## src/rtl/hazard_pkg.sv

```systemverilog
// -----------------------------------------------------------------------------
// hazard_pkg
// Shared definitions for the ID-stage hazard/forwarding unit:
//   - HZ_ADDR_W   : default register address width
//   - ST_IDLE/ST_STALL : load-use stall FSM encoding
//   - cnt_width() : width of the stall-length counter for a given load latency
// -----------------------------------------------------------------------------
package hazard_pkg;

  localparam int HZ_ADDR_W = 5;

  localparam logic [0:0] ST_IDLE  = 1'b0;
  localparam logic [0:0] ST_STALL = 1'b1;

  // Counter must hold the longest stall length, LOAD_LAT itself.
  function automatic int cnt_width(input int load_lat);
    return $clog2(load_lat + 1);
  endfunction

endpackage

```

## src/rtl/fwd_match.sv

```systemverilog
// -----------------------------------------------------------------------------
// fwd_match
// One ID source operand compared against every downstream destination.
// Ports:
//   id_valid   in   ID holds a valid instruction
//   src_addr   in   source register address
//   src_en     in   source is actually read
//   stage_rd   in   destination address per stage, stage k at [k*ADDR_W +: ADDR_W]
//   stage_wen  in   stage writes its destination
//   match      out  per-stage raw match vector
//   sel        out  one-hot select of the youngest (lowest index) match
// -----------------------------------------------------------------------------
module fwd_match
  import hazard_pkg::*;
#(
  parameter int NUM_STAGES = 3,
  parameter int ADDR_W     = HZ_ADDR_W
) (
  input  logic                         id_valid,
  input  logic [ADDR_W-1:0]            src_addr,
  input  logic                         src_en,
  input  logic [NUM_STAGES*ADDR_W-1:0] stage_rd,
  input  logic [NUM_STAGES-1:0]        stage_wen,
  output logic [NUM_STAGES-1:0]        match,
  output logic [NUM_STAGES-1:0]        sel
);

  always_comb begin
    // NOTE: every output gets a default before the loop so no path leaves it
    // unassigned; otherwise synthesis would infer a latch.
    match = '0;
    for (int k = 0; k < NUM_STAGES; k++) begin
      // x0 is hardwired zero and is never a forwarding source.
      match[k] = id_valid && src_en && (src_addr != '0) && stage_wen[k] &&
                 (stage_rd[k*ADDR_W +: ADDR_W] == src_addr);
    end
    // Isolate the lowest set bit: youngest producer wins.
    sel = match & (~match + NUM_STAGES'(1));
  end

endmodule

```

## src/rtl/hazard_dff.sv

```systemverilog
// -----------------------------------------------------------------------------
// hazard_dff
// Codebase D flip-flop primitive with synchronous active-high reset.
// Ports:
//   clk  in   clock
//   rst  in   synchronous active-high reset, loads RST_VAL
//   d    in   next-state value
//   q    out  registered value
// -----------------------------------------------------------------------------
module hazard_dff #(
  parameter int             W       = 1,
  parameter logic [W-1:0]   RST_VAL = '0
) (
  input  logic         clk,
  input  logic         rst,
  input  logic [W-1:0] d,
  output logic [W-1:0] q
);

  // NOTE: non-blocking assignment so every flop samples pre-edge values,
  // independent of the order in which always_ff blocks are evaluated.
  always_ff @(posedge clk) begin
    if (rst) q <= RST_VAL;
    else     q <= d;
  end

endmodule

```

## src/rtl/hazard_fwd_unit.sv

```systemverilog
// -----------------------------------------------------------------------------
// hazard_fwd_unit
// Hazard detection and operand forwarding control between ID and EX.
// Produces registered one-hot forward selects per source (youngest stage
// first) and a combinational stall that holds ID while a load result is not
// yet forwardable.  A counter-driven FSM extends the stall over several
// cycles when the load is close to ID.
//
// Ports:
//   clk            in   clock
//   rst            in   synchronous active-high reset
//   id_valid       in   ID holds a valid instruction
//   src_addr       in   NUM_SRC*ADDR_W source addresses, s at [s*ADDR_W +: ADDR_W]
//   src_en         in   NUM_SRC source-read enables
//   stage_rd       in   NUM_STAGES*ADDR_W destination per stage (0 = EX)
//   stage_wen      in   NUM_STAGES stage write enables
//   stage_is_load  in   NUM_STAGES stage holds a load with data not yet ready
//   flush          in   pipeline flush, overrides everything
//   stall          out  freeze PC/ID, bubble into EX (combinational)
//   fwd_sel        out  registered one-hot selects, s at [s*NUM_STAGES +: NUM_STAGES]
//   perf_stall_cyc out  (HAZARD_PERF_CNT_EN only) cycles with stall=1
//   perf_fwd_cnt   out  (HAZARD_PERF_CNT_EN only) cycles fwd_sel loaded nonzero
//
// Build option: define HAZARD_PERF_CNT_EN to add the two performance counters.
// -----------------------------------------------------------------------------
module hazard_fwd_unit
  import hazard_pkg::*;
#(
  parameter int NUM_SRC    = 2,
  parameter int NUM_STAGES = 3,
  parameter int ADDR_W     = HZ_ADDR_W,
  parameter int LOAD_LAT   = 2
) (
  input  logic                          clk,
  input  logic                          rst,
  input  logic                          id_valid,
  input  logic [NUM_SRC*ADDR_W-1:0]     src_addr,
  input  logic [NUM_SRC-1:0]            src_en,
  input  logic [NUM_STAGES*ADDR_W-1:0]  stage_rd,
  input  logic [NUM_STAGES-1:0]         stage_wen,
  input  logic [NUM_STAGES-1:0]         stage_is_load,
  input  logic                          flush,
  output logic                          stall,
  output logic [NUM_SRC*NUM_STAGES-1:0] fwd_sel
`ifdef HAZARD_PERF_CNT_EN
  ,
  output logic [31:0]                   perf_stall_cyc,
  output logic [31:0]                   perf_fwd_cnt
`endif
);

  localparam int CNT_W = cnt_width(LOAD_LAT);

  logic [NUM_STAGES-1:0]         match_v [NUM_SRC];
  logic [NUM_SRC*NUM_STAGES-1:0] sel_all;
  logic [NUM_STAGES-1:0]         any_match;
  logic [NUM_STAGES-1:0]         haz;
  logic [CNT_W-1:0]              req_len;

  logic [0:0]                    state_q, state_d;
  logic [CNT_W-1:0]              cnt_q, cnt_d;
  logic [NUM_SRC*NUM_STAGES-1:0] fwd_d;

  // ---------------------------------------------------------------------------
  // Per-source comparison and priority selection
  // ---------------------------------------------------------------------------
  for (genvar s = 0; s < NUM_SRC; s++) begin : g_src
    fwd_match #(
      .NUM_STAGES (NUM_STAGES),
      .ADDR_W     (ADDR_W)
    ) u_match (
      .id_valid  (id_valid),
      .src_addr  (src_addr[s*ADDR_W +: ADDR_W]),
      .src_en    (src_en[s]),
      .stage_rd  (stage_rd),
      .stage_wen (stage_wen),
      .match     (match_v[s]),
      .sel       (sel_all[s*NUM_STAGES +: NUM_STAGES])
    );
  end

  // ---------------------------------------------------------------------------
  // Load-use hazard: only loads closer than LOAD_LAT need ID held back.
  // The youngest hazardous load sets the longest required stall.
  // ---------------------------------------------------------------------------
  always_comb begin
    any_match = '0;
    for (int s = 0; s < NUM_SRC; s++) any_match |= match_v[s];
    haz     = '0;
    req_len = '0;
    for (int k = 0; k < NUM_STAGES; k++) begin
      haz[k] = (k < LOAD_LAT) && stage_is_load[k] && any_match[k];
    end
    for (int k = NUM_STAGES - 1; k >= 0; k--) begin
      if (haz[k]) req_len = CNT_W'(LOAD_LAT - k);
    end
  end

  // ---------------------------------------------------------------------------
  // Stall FSM: IDLE raises the first stall cycle itself; STALL covers the rest.
  // ---------------------------------------------------------------------------
  always_comb begin
    state_d = state_q;
    cnt_d   = cnt_q;
    stall   = 1'b0;
    if (flush) begin
      state_d = ST_IDLE;
      cnt_d   = '0;
    end else begin
      case (state_q)
        ST_IDLE: begin
          stall = |haz;
          if (req_len > CNT_W'(1)) begin
            state_d = ST_STALL;
            cnt_d   = req_len - CNT_W'(1);
          end
        end
        default: begin
          stall = 1'b1;
          if (cnt_q == CNT_W'(1)) begin
            state_d = ST_IDLE;
            cnt_d   = '0;
          end else begin
            cnt_d = cnt_q - CNT_W'(1);
          end
        end
      endcase
    end
  end

  // A stalled or flushed instruction never reaches EX, so it must not forward.
  assign fwd_d = (flush || stall || !id_valid) ? '0 : sel_all;

  hazard_dff #(.W(1), .RST_VAL(ST_IDLE)) u_state_dff (
    .clk (clk), .rst (rst), .d (state_d), .q (state_q)
  );

  hazard_dff #(.W(CNT_W)) u_cnt_dff (
    .clk (clk), .rst (rst), .d (cnt_d), .q (cnt_q)
  );

  hazard_dff #(.W(NUM_SRC*NUM_STAGES)) u_fwd_dff (
    .clk (clk), .rst (rst), .d (fwd_d), .q (fwd_sel)
  );

  // ---------------------------------------------------------------------------
  // Optional performance counters (free-running, wrap at 2^32, flush-immune)
  // ---------------------------------------------------------------------------
`ifdef HAZARD_PERF_CNT_EN
  logic [31:0] perf_stall_d, perf_fwd_d;

  assign perf_stall_d = perf_stall_cyc + {31'd0, stall};
  assign perf_fwd_d   = perf_fwd_cnt + {31'd0, |fwd_d};

  hazard_dff #(.W(32)) u_perf_stall_dff (
    .clk (clk), .rst (rst), .d (perf_stall_d), .q (perf_stall_cyc)
  );

  hazard_dff #(.W(32)) u_perf_fwd_dff (
    .clk (clk), .rst (rst), .d (perf_fwd_d), .q (perf_fwd_cnt)
  );
`else
  // Counters not built; no extra state.
`endif

endmodule

```

## config.mk

```make
export PLATFORM = sky130hd
export DESIGN_NAME = hazard_fwd_unit
export DESIGN_NICKNAME = d
export VERILOG_FILES = /design/src/rtl/hazard_pkg.sv /design/src/rtl/fwd_match.sv /design/src/rtl/hazard_dff.sv /design/src/rtl/hazard_fwd_unit.sv
export SDC_FILE = /design/constraint.sdc
export NUM_CORES = 1
export LEC_CHECK = 0
export BUFFER_PORTS_ARGS = -buffer_cell sky130_fd_sc_hd__buf_2
export CAP_MARGIN = 25
export CORE_MARGIN = 1
export CORE_UTILIZATION = 45
export CTS_CLUSTER_SIZE = 8
export DETAILED_ROUTE_END_ITERATION = 8
export PLACE_DENSITY = 0.88
export SLEW_MARGIN = 15
export SYNTH_ARGS = -nofsm -noshare
export SYNTH_HDL_FRONTEND = slang
export SYNTH_SLANG_ARGS = --single-unit
```

## constraint.sdc

```tcl
create_clock -name clk -period 6.2 [get_ports clk]
set_input_delay 1.24 -clock clk [delete_from_list [all_inputs] [get_ports clk]]
set_output_delay 1.24 -clock clk [all_outputs]
set_load 0.02 [all_outputs]
```

After elaboration in Yosys (flattened, before gate mapping)

Cells that the tools add are included.

Flip-flop bits (word level): 9
Bits of input ports: 37
Output and inout bits: 7

$add $sub $neg: 4
Magnitude comparators: 1
Equal/unequal tests: 7
Multiplexer cells: 10
Bitwise gates (word level): 5
Reductions and logical operators: 27

Operator list:

| kind                                                                             | count |
|---|---|
| 5-bit == test                                                                    | 6 |
| 1-bit logical AND                                                                | 18 |
| 5-bit nonzero test                                                               | 2 |
| 2-bit 2-to-1 mux                                                                 | 4 |
| 3-bit by 1-bit adder with 3-bit output (second input constant)                   | 2 |
| 3-bit AND                                                                        | 2 |
| 1-bit 2-to-1 mux                                                                 | 6 |
| 3-bit inverter                                                                   | 2 |
| 2-bit OR reduction                                                               | 3 |
| 2-bit by 1-bit subtractor with 2-bit output (second input constant)              | 2 |
| 2-bit by 1-bit == test with 1-bit output (second input constant)                 | 1 |
| 2-bit by 1-bit greater-than comparator with 1-bit output (second input constant) | 1 |
| 1-bit logical OR                                                                 | 2 |
| 2-bit OR                                                                         | 1 |
| 2-bit nonzero test                                                               | 1 |
| 1-bit logical NOT                                                                | 1 |

Longest topological paths before layout

Gate-level depths: netlist of the first run.

Depth after elaboration: 12
Mapped depth: 6
Mapped depth without buffers: 6

By module

A second synthesis of the first run with hierarchy kept.

Cell total of the unflattened synthesis: 102
Area, all modules: 920.9 µm²

Modules (own cells, without submodules):

| module                   | times used | cells each | area an instance (µm²) |
|---|---|---|---|
| fwd_match                | 2          | 29         | 245.2 |
| hazard_fwd_unit          | 1          | 26         | 186.4 |
| hazard_dff (u_fwd_dff)   | 1          | 12         | 157.7 |
| hazard_dff (u_cnt_dff)   | 1          | 4          | 52.6 |
| hazard_dff (u_state_dff) | 1          | 2          | 33.8 |

Worst setup path after synthesis of the first run

No wires, ideal clock.

Path kind: input-to-output
Start point: input port src_addr[6]
End point: output port stall
Arrival time: 2.618 ns
Required time: 4.960 ns
Setup slack: 2.342 ns
Stages: 6
Buffers on the path: 0
Cells stage by stage: or3_1 -> o311a_1 -> and4_4 -> o21ai_4 -> nor2b_1 -> a21oi_1

Cells in the longest elaborated chain, start to end: 9
Elaborated cells on any way between the ends: 14
Classes of those cells: 2 x eq/ne; 2 x mux; 1 x bitwise; 9 x reduce/logical

RTL lines:

| what                            | line                   | RTL |
|---|---|---|
| from (decl)                     | hazard_fwd_unit.sv:37  | `input logic [NUM_SRC*ADDR_W-1:0] src_addr,` |
| 5-bit nonzero test              | fwd_match.sv:34        | `match[k] = id_valid && src_en && (src_addr != '0) && stage_wen[k] &&` |
| 1-bit logical AND (3 in series) | fwd_match.sv:34        |  |
| 2-bit OR *                      | hazard_fwd_unit.sv:88  | `for (int s = 0; s < NUM_SRC; s++) any_match \|= match_v[s];` |
| 1-bit logical AND               | hazard_fwd_unit.sv:92  | `haz[k] = (k < LOAD_LAT) && stage_is_load[k] && any_match[k];` |
| 2-bit OR reduction *            | hazard_fwd_unit.sv:112 | `stall = \|haz;` |
| 1-bit 2-to-1 mux *              | hazard_fwd_unit.sv:110 | `case (state_q)` |
| 1-bit 2-to-1 mux *              | hazard_fwd_unit.sv:106 | `if (flush) begin` |
| to (decl)                       | hazard_fwd_unit.sv:43  | `output logic stall,` |

Every way passes the cells marked *; elsewhere a longest branch is shown, timed or not.

Worst setup path after layout of the first run

Start point: input port src_addr[9]
End point: output port stall

Same word-level chain as after synthesis.

==> results of run 1 <==
==> through the flow <==
| step | area [µm²] | power [µW] | instances | setup WS (ps) |
|---|---|---|---|---|
| global placement | 968 | 98.2 | 139 | 2060 |
| global route | 995 | 150 | 143 | 1890 |
| detailed placement | 968 | 100 | 139 | 2050 |
| floorplan | 738 | 77.6 | 81 | 2340 |
| CTS | 995 | 143 | 143 | 2050 |
| finish | 995 | 143 | 143 | 2010 |
==> cell usage in the layout, fill, tap and decap left out, types with 2 or more instances in the layout <==
cell type,instances
xnor2_1,8
nor4_1,7
buf_2,42
clkbuf_4,3
nand3_1,2
inv_1,2
or3_1,2
nor3_1,4
nand4_1,4
dfxtp_1,9
o311a_1,2
nor2_1,4
xor2_1,22
a21oi_1,2
nor3b_1,2
and4_4,2
==> layout make-up <==
class	instances	area share, %
Inverter	2	0.755
Tap cell	16	2.01
Sequential cell	9	18.1
Clock buffer	4	2.64
Multi-Input combinational cell	70	55.3
Timing Repair Buffer	42	21.1
==> state kept, by name, summed over array words and instances, names as in the netlist <==
| name | cells |
|---|---|
| u_fwd_dff.q | 6 |
| u_state_dff.q | 1 |
| u_cnt_dff.q | 2 |
==> worst register-to-register path: stages (launching register included) <==
cell       delay, ps
dfxtp_1          310
inv_1             50
ha_1             180
a2111oi_0        340
==> worst paths after layout <==
kind,startpoint,end,slack [ps],cells after the start
worst min-delay path,u_cnt_dff.q[0],u_cnt_dff.q[0],540,2
worst min register to register,u_cnt_dff.q[0],u_cnt_dff.q[0],540,2
worst max register to register,u_cnt_dff.q[1],u_state_dff.q,5210,3
worst max-delay path,src_addr[9],stall,2010,8
==> power groups by stage <==
stage,Sequential [µW],Combinational [µW],Clock [µW]
finish,57.9,41.5,43.1
global route,57.9,44.7,47.1
CTS,57.9,41.2,43.8
detailed placement,59.2,41.1,0
global placement,59.2,39.0,0
floorplan,59.2,18.4,0
==> routing by layer <==
metal | vias to the layer above | wire length (µm) | track usage (%) | share of wire, %
met1 | 355 | 772 | 24.3 | 43
met4 | 0 | 43 | 8.75 | 2.4
met2 | 39 | 894 | 38.5 | 49
li1 | 389 | - | - | -
met5 | - | 0 | 0 | 0
met3 | 6 | 103 | 1.72 | 5.7
==> kinds of logic (layout without fill, tap and decap cells) <==
kind of cell | Yosys count | in the layout | synth area share, %
flip-flops | 9 | 9 | 24.4
XOR/XNOR | 30 | 30 | 35.6
buffers and inverters | 2 | 48 | 1.02
AND/OR/NAND/NOR | 30 | 30 | 26.8
adder cells (fa/ha/maj) | 1 | 1 | 1.69
AO/OA/AOI/OAI | 9 | 9 | 10.5
==> impl_metrics.ini, run 1 <==
[run_status]
status = completed

[placement]
place.gp.congestion = 0.787
hpwl_um = 1570
port_buffers = 42

[floorplan]
die_x_um = 42.5
die-area_um2 = 1810
die_h_um = 42.5
initial_core_util_pct = 48.4
fp-row-count = 14
ios = 44
core_area_um2 = 1520

[global_routing]
antenna_found_initial = 0
grt_pass1_wl_um = 2950
grtUsageTotal_pct = 20.9
grt_start_max_net_pins = 8
grt_pass1_vias = 729
overflow = 0

[cells_and_area]
num-nets-final = 166
drive_gt1_share_pct = 38.6
layout.area.seq_um2 = 180
area_delta_synth_final_pct = 34.7
fillerInstances = 137
multi_input_area_um2 = 551
antennaDiodeCount = 0
final_util_pct = 65.3

[cts]
clkTransAtPathRegs_ps = 60
post_cts_buffers = 0
clock_sinks = 9
cts_buffers = 3
cts_buffer_depth = 2
cts_resized = 0
cts_tree = done
cts_hold_buf = 0
cts_root_buf = clkbuf_4
h-tree-depth = 1
clock_latency_ps = 250

[sta]
setup-tns-final_ps = 0
hold_viol_final = 0
whs_ps = 536
max-slew-margin-rel_pct = 62.1
setup_viol = 0
period_share_pct = 67.5
min_period_ps = 4190
finClkSkew_ps = 5.60
rsz0062_at_grt = no
slew_viol_final = 0
tightest_slew_ps = 563
fmax_mhz = 239

[power_and_ir_drop]
pwr_density_cell_nw_per_um2 = 143
power_switching_uw = 40.2
p_seq_share_pct = 40.6
combinationalPowerShare_pct = 29.1
intPower_uw = 102
ir_drop_v = 0.0000677
clkPwrFrac_pct = 30.3
p_leak_uw = 0.000455
switching_share_pct = 28.2

[synth]
synth_edf_count = 0
synthesis.nets = 119
ys_warn_count = 0
synthFlopType = dfxtp_1
synthTopCellsByArea = xor2_1, dfxtp_1, xnor2_1, nor4_1, nand4_1
ys_types = 23
synth.most_common_cell = xor2_1
ys_top_cells_by_count = xor2_1, dfxtp_1, xnor2_1
ys_seq_elements = 9
synth_top_area_cell = xor2_1
synth.avg_cell_area_um2 = 9.11
async_flop_share_pct = 0
synthCells = 81
synth_top_area_share_pct = 26.1
seq_area_frac_synth_pct = 24.4
synth_area_um2 = 738

[detailed_routing]
ant_nets = 0
wl_per_cell_um = 12.7
dr.pass1.iters = 4
wirelength_um = 1810
drc_errors = 0
drtIter0Drc = 6
avgViaCountPerCell = 5.52
vias = 789

[worst_setup_path]
cpLargestDelayFamily = compound AO/OA/AOI/OAI gates
crit_path_cell_trace = buf_2 -> xor2_1 -> nor4_1 -> nand4_1 -> a21boi_0 -> inv_1 -> a21oi_1 -> buf_2
crit_type = in2out
required_ps = 4960
path_max_fanout = 5
path_buf_inv = 3
max_stage_delay_ps = 500
slowest_stage = a21boi_0
cp-start-kind = input pin
crit_path_end_kind = output pin
cpMostUsedCell = buf_2
arrival_ps = 2950

[hold_path]
hp-class = reg2reg

[flow_run]
cap_viol_max_count = 0
(Power assumes the default switching activity.)
==> inputs of run 2 (changes only) <==
--- a/config.mk
+++ b/config.mk
@@ -8,10 +8,10 @@
 export BUFFER_PORTS_ARGS = -buffer_cell sky130_fd_sc_hd__buf_2
 export CAP_MARGIN = 25
 export CORE_MARGIN = 1
-export CORE_UTILIZATION = 45
+export CORE_UTILIZATION = 42
 export CTS_CLUSTER_SIZE = 8
 export DETAILED_ROUTE_END_ITERATION = 8
-export PLACE_DENSITY = 0.88
+export PLACE_DENSITY = 0.83
 export SLEW_MARGIN = 15
 export SYNTH_ARGS = -nofsm -noshare
 export SYNTH_HDL_FRONTEND = slang
==> constraint.sdc (replaced) <==
create_clock -name clk -period 4 [get_ports clk]
set_input_delay 0.8 -clock clk [delete_from_list [all_inputs] [get_ports clk]]
set_output_delay 0.8 -clock clk [all_outputs]
set_load 0.02 [all_outputs]
==> impl_metrics.ini, run 2 (same netlist as run 1, synthesis figures left out) <==
[run_status]
status = finished, violations left
violations = DRC

[sta]
period_share_pct = 82.6
tightest_slew_ps = 513
rsz0062_at_grt = no
max-slew-margin-rel_pct = 65.5
hold_viol_final = 0
setup-tns-final_ps = 0
fmax_mhz = 303
finClkSkew_ps = 4.26
setup_viol = 0
slew_viol_final = 0
min_period_ps = 3300

[power_and_ir_drop]
power_switching_uw = 65.4
ir_drop_v = 0.000126
p_total_uw = 224
combinationalPowerShare_pct = 28.7
p_leak_uw = 0.000455
p_seq_share_pct = 40.0
pwr_density_cell_nw_per_um2 = 225
intPower_uw = 159
clkPwrFrac_pct = 31.2
switching_share_pct = 29.2

[cts]
cts_resized = 0
clock_sinks = 9
post_cts_buffers = 0
cts_root_buf = clkbuf_4
cts_tree = done
h-tree-depth = 1
cts_buffers = 3
clock_latency_ps = 260
cts_hold_buf = 0
clkTransAtPathRegs_ps = 60
cts_buffer_depth = 2

[detailed_routing]
ant_nets = 0
wl_per_cell_um = 14.8
drtIter0Drc = 23
met3_length_um = 149
wirelength_um = 2110
wl_met1_um = 765
vias = 810
dr.pass1.iters = 6
drc_errors = 2
routed.top_layer = met4
wl_met2_um = 1170
avgViaCountPerCell = 5.66

[worst_setup_path]
reg2reg_depth = 3
crit_type = in2out
reg2reg_from = u_cnt_dff.q[1]
cpLargestDelayFamily = simple AND/OR/NAND/NOR gates
slowest_stage = or3_1
arrival_ps = 2500
max_stage_delay_ps = 370
path_buf_inv = 2
cp-start-kind = input pin
cpMostUsedCell = buf_2
r2r_setup_slack_ps = 2990
crit_path_end_kind = output pin
reg2reg_to = u_state_dff.q
path_max_fanout = 4
crit_path_cell_trace = buf_2 -> or3_1 -> o311a_1 -> and4_4 -> o21ai_4 -> nor2b_1 -> a21oi_1 -> buf_2
required_ps = 3200

[hold_path]
whs_endpoint = u_cnt_dff.q[0]
hp-class = reg2reg
worstHoldStart = u_cnt_dff.q[0]
whs_path_depth = 2

[cells_and_area]
largest_register_ffs = 6
reg.largest.list = u_fwd_dff.q x6, u_cnt_dff.q x2, u_state_dff.q x1
fillerInstances = 148
layout.area.seq_um2 = 180
num-nets-final = 166
drive_gt1_share_pct = 38.6
final_util_pct = 63.1
antennaDiodeCount = 0
top_register = u_fwd_dff.q
final_common_cell = buf_2
final_cell_mix = buf_2, xor2_1, dfxtp_1, xnor2_1, nor4_1
area_delta_synth_final_pct = 34.7
multi_input_area_um2 = 551

[global_routing]
grtUsageTotal_pct = 25.3
grt_pass1_wl_um = 3560
antenna_found_initial = 0
overflow = 0
grt_pass1_vias = 838
grt_start_max_net_pins = 8

[floorplan]
initial_core_util_pct = 46.8
fp-row-count = 14
die_h_um = 43.9
ios = 44
die-area_um2 = 1930
core_area_um2 = 1580
die_x_um = 43.9

[flow_run]
cap_viol_max_count = 0

[placement]
port_buffers = 42
place.gp.congestion = 0.930
hpwl_um = 1830
## run 2: cell counts in the layout (fill, tap and decap cells not counted)
Identical to the previous run, type by type.
## run 2: metrics by stage
step           instance area, µm²  setup WS [ps]  hold WS (ps)  std cells
3_5_place_dp                  968            709           523        139
4_1_cts                       995            706           531        143
6_report                      995            695           526        143
5_1_grt                       995            522           573        143
3_3_place_gp                  968            757           511        139
2_1_floorplan                 738           1020           497         81
## run 2: final cells by class
type	instances	share of cell area, %
well taps	16	2.01
clock buffers	4	2.64
inverters	2	0.755
flip-flops and latches	9	18.1
multi-input cells	70	55.3
repair buffers	42	21.1
## run 2: worst max path at each step
stage,end,cells after the start,startpoint
final,stall,8,src_addr[6]
after global routing,stall,8,src_addr[7]
after CTS,stall,8,src_addr[6]
after detailed placement,stall,8,src_addr[6]
after floorplan,stall,6,src_addr[6]
after global placement,stall,8,src_addr[6]
## run 2: per-layer routing
metal	GRT usage, %	vias to the layer above
li1	-	392
met1	27.6	371
met2	44.8	43
met3	6.25	4
met4	13.3	0
met5	0	-
## run 2: power groups by stage
stage / clock network (µW) / logic [µW] / registers [µW]
floorplan: 0 / 28.5 / 91.8
global placement: 0 / 60.7 / 91.8
detailed placement: 0 / 63.6 / 91.8
CTS: 71.0 / 63.9 / 89.8
global route: 80.4 / 69.7 / 89.7
finish: 70.0 / 64.5 / 89.8
## run 2: worst min-delay path, stage by stage (launching register included)
cell	delay [ps]
dfxtp_1	320
nor2_1	100
a21oi_1	70
==> inputs of run 3 (changes only) <==
--- a/config.mk
+++ b/config.mk
@@ -8,10 +8,10 @@
 export BUFFER_PORTS_ARGS = -buffer_cell sky130_fd_sc_hd__buf_2
 export CAP_MARGIN = 25
 export CORE_MARGIN = 1
-export CORE_UTILIZATION = 42
+export CORE_UTILIZATION = 38
 export CTS_CLUSTER_SIZE = 8
 export DETAILED_ROUTE_END_ITERATION = 8
-export PLACE_DENSITY = 0.83
+export PLACE_DENSITY = 0.79
 export SLEW_MARGIN = 15
 export SYNTH_ARGS = -nofsm -noshare
 export SYNTH_HDL_FRONTEND = slang
==> constraint.sdc (replaced) <==
create_clock -name clk -period 3 [get_ports clk]
set_input_delay 0.6 -clock clk [delete_from_list [all_inputs] [get_ports clk]]
set_output_delay 0.6 -clock clk [all_outputs]
set_load 0.02 [all_outputs]
==> impl_metrics.ini, run 3 (same netlist as run 1, synthesis figures left out) <==
[run_status]
status = completed

[global_routing]
grtUsageTotal_pct = 20.3
grt_pass1_vias = 800
overflow = 0
grt_pass1_wl_um = 3010
antenna_found_initial = 0
grt_start_max_net_pins = 8

[placement]
place_inst = 150
hpwl_um = 1650
port_buffers = 42
place.gp.congestion = 0.801
dpl-instance-area_um2 = 995

[detailed_routing]
avgViaCountPerCell = 5.05
drc_errors = 0
ant_nets = 0
vias = 778
dr.pass1.iters = 3
drtIter0Drc = 17
wl_per_cell_um = 12.1
wirelength_um = 1870

[worst_setup_path]
cpLargestDelayFamily = simple AND/OR/NAND/NOR gates
path_buf_inv = 2
crit_path_cell_trace = buf_2 -> or3_1 -> o311a_1 -> and4_4 -> o21ai_4 -> nor2b_1 -> a21oi_1 -> buf_2
required_ps = 2400
r2r_setup_slack_ps = 1960
cp-start-kind = input pin
reg2reg_depth = 3
path_max_fanout = 4
cpMostUsedCell = buf_2
slowest_stage = or3_1
reg2reg_to = u_state_dff.q
max_stage_delay_ps = 380
crit_path_end_kind = output pin
arrival_ps = 2210
reg2reg_from = u_cnt_dff.q[1]
crit_type = in2out

[cells_and_area]
drive_gt1_share_pct = 39.5
top_register = u_fwd_dff.q
largest_register_ffs = 6
reg.largest.list = u_fwd_dff.q x6, u_cnt_dff.q x2, u_state_dff.q x1
final_cell_mix = buf_2, xor2_1, dfxtp_1, xnor2_1, nor4_1
postLayoutCellArea_um2 = 1020
final_common_cell = buf_2
area_delta_synth_final_pct = 38.3
final_cells = 154
antennaDiodeCount = 0
final_util_pct = 57.9
num-nets-final = 168

[floorplan]
ios = 44
die-area_um2 = 2120
initial_core_util_pct = 41.8
die_x_um = 46.1
core_area_um2 = 1760
die_h_um = 46.1
fp-row-count = 15

[power_and_ir_drop]
ir_drop_v = 0.000159
pwr_density_cell_nw_per_um2 = 292
p_leak_uw = 0.000465

[flow_run]
cap_viol_max_count = 0

[sta]
fmax_mhz = 356
period_share_pct = 93.7
finClkSkew_ps = 4.51
setup-tns-final_ps = 0
whs_ps = 529
slew_viol_final = 0
tightest_slew_ps = 369
setup_viol = 0
max-slew-margin-rel_pct = 74.8
min_period_ps = 2810
rsz0062_at_grt = no
hold_viol_final = 0

[cts]
cts_root_buf = clkbuf_4
clock_sinks = 9
h-tree-depth = 1
cts_resized = 0
cts_hold_buf = 0
post_cts_buffers = 0
cts_buffer_depth = 2
cts_tree = done
cts_buffers = 3
clock_latency_ps = 260
clkTransAtPathRegs_ps = 60

[hold_path]
hp-class = reg2reg
worstHoldStart = u_cnt_dff.q[0]
whs_endpoint = u_cnt_dff.q[0]
whs_path_depth = 2
[run 3: cell types whose count changed in the layout (fill, tap and decap cells not counted)]
cell,change
buf_4,+2
[run 3: worst max-delay path by stage]
stage	startpoint	endpoint	slack, ps	cells past startpoint
final	src_addr[6]	stall	190	8
after global routing	src_addr[6]	stall	90	8
after CTS	src_addr[6]	stall	180	8
after detailed placement	src_addr[6]	stall	190	8
after global placement	src_addr[6]	stall	220	8
after floorplan	src_addr[6]	stall	420	6
[run 3: stage by stage]
step                power, µW  setup WS [ps]
floorplan                 160            422
global placement          203            216
detailed placement        207            191
CTS                       303            184
global route              316           94.2
finish                    298            189
[run 3: routing by layer]
layer | up-vias | global-route usage, % | routed length (µm)
met5 | - | 0 | 0
met4 | 0 | 18.8 | 69
met3 | 8 | 3.53 | 127
met2 | 41 | 33.5 | 896
met1 | 334 | 21.6 | 776
li1 | 395 | - | -
[run 3: final cells by class]
class                           count  area, µm²
Fill cell                         192        743
Multi-Input combinational cell     70        551
Timing Repair Buffer               44        225
Sequential cell                     9        180
Tap cell                           25       31.3
Clock buffer                        4       26.3
Inverter                            2       7.51
[run 3: tightest hold or removal path, delay by kind of cell (launching register included)]
kind	cells	cell delay [ps]
compound gates	1	60
flops	1	320
simple gates	1	100
[run 3: report_power, final]
group	leakage (µW)	total [µW]	internal, µW	switching (µW)
clock	0.0000150	93.9	51.3	42.6
combinational	0.000377	84.6	41.1	43.4
sequential	0.0000725	120	120	0.0935
total	0.000465	298	212	86.2
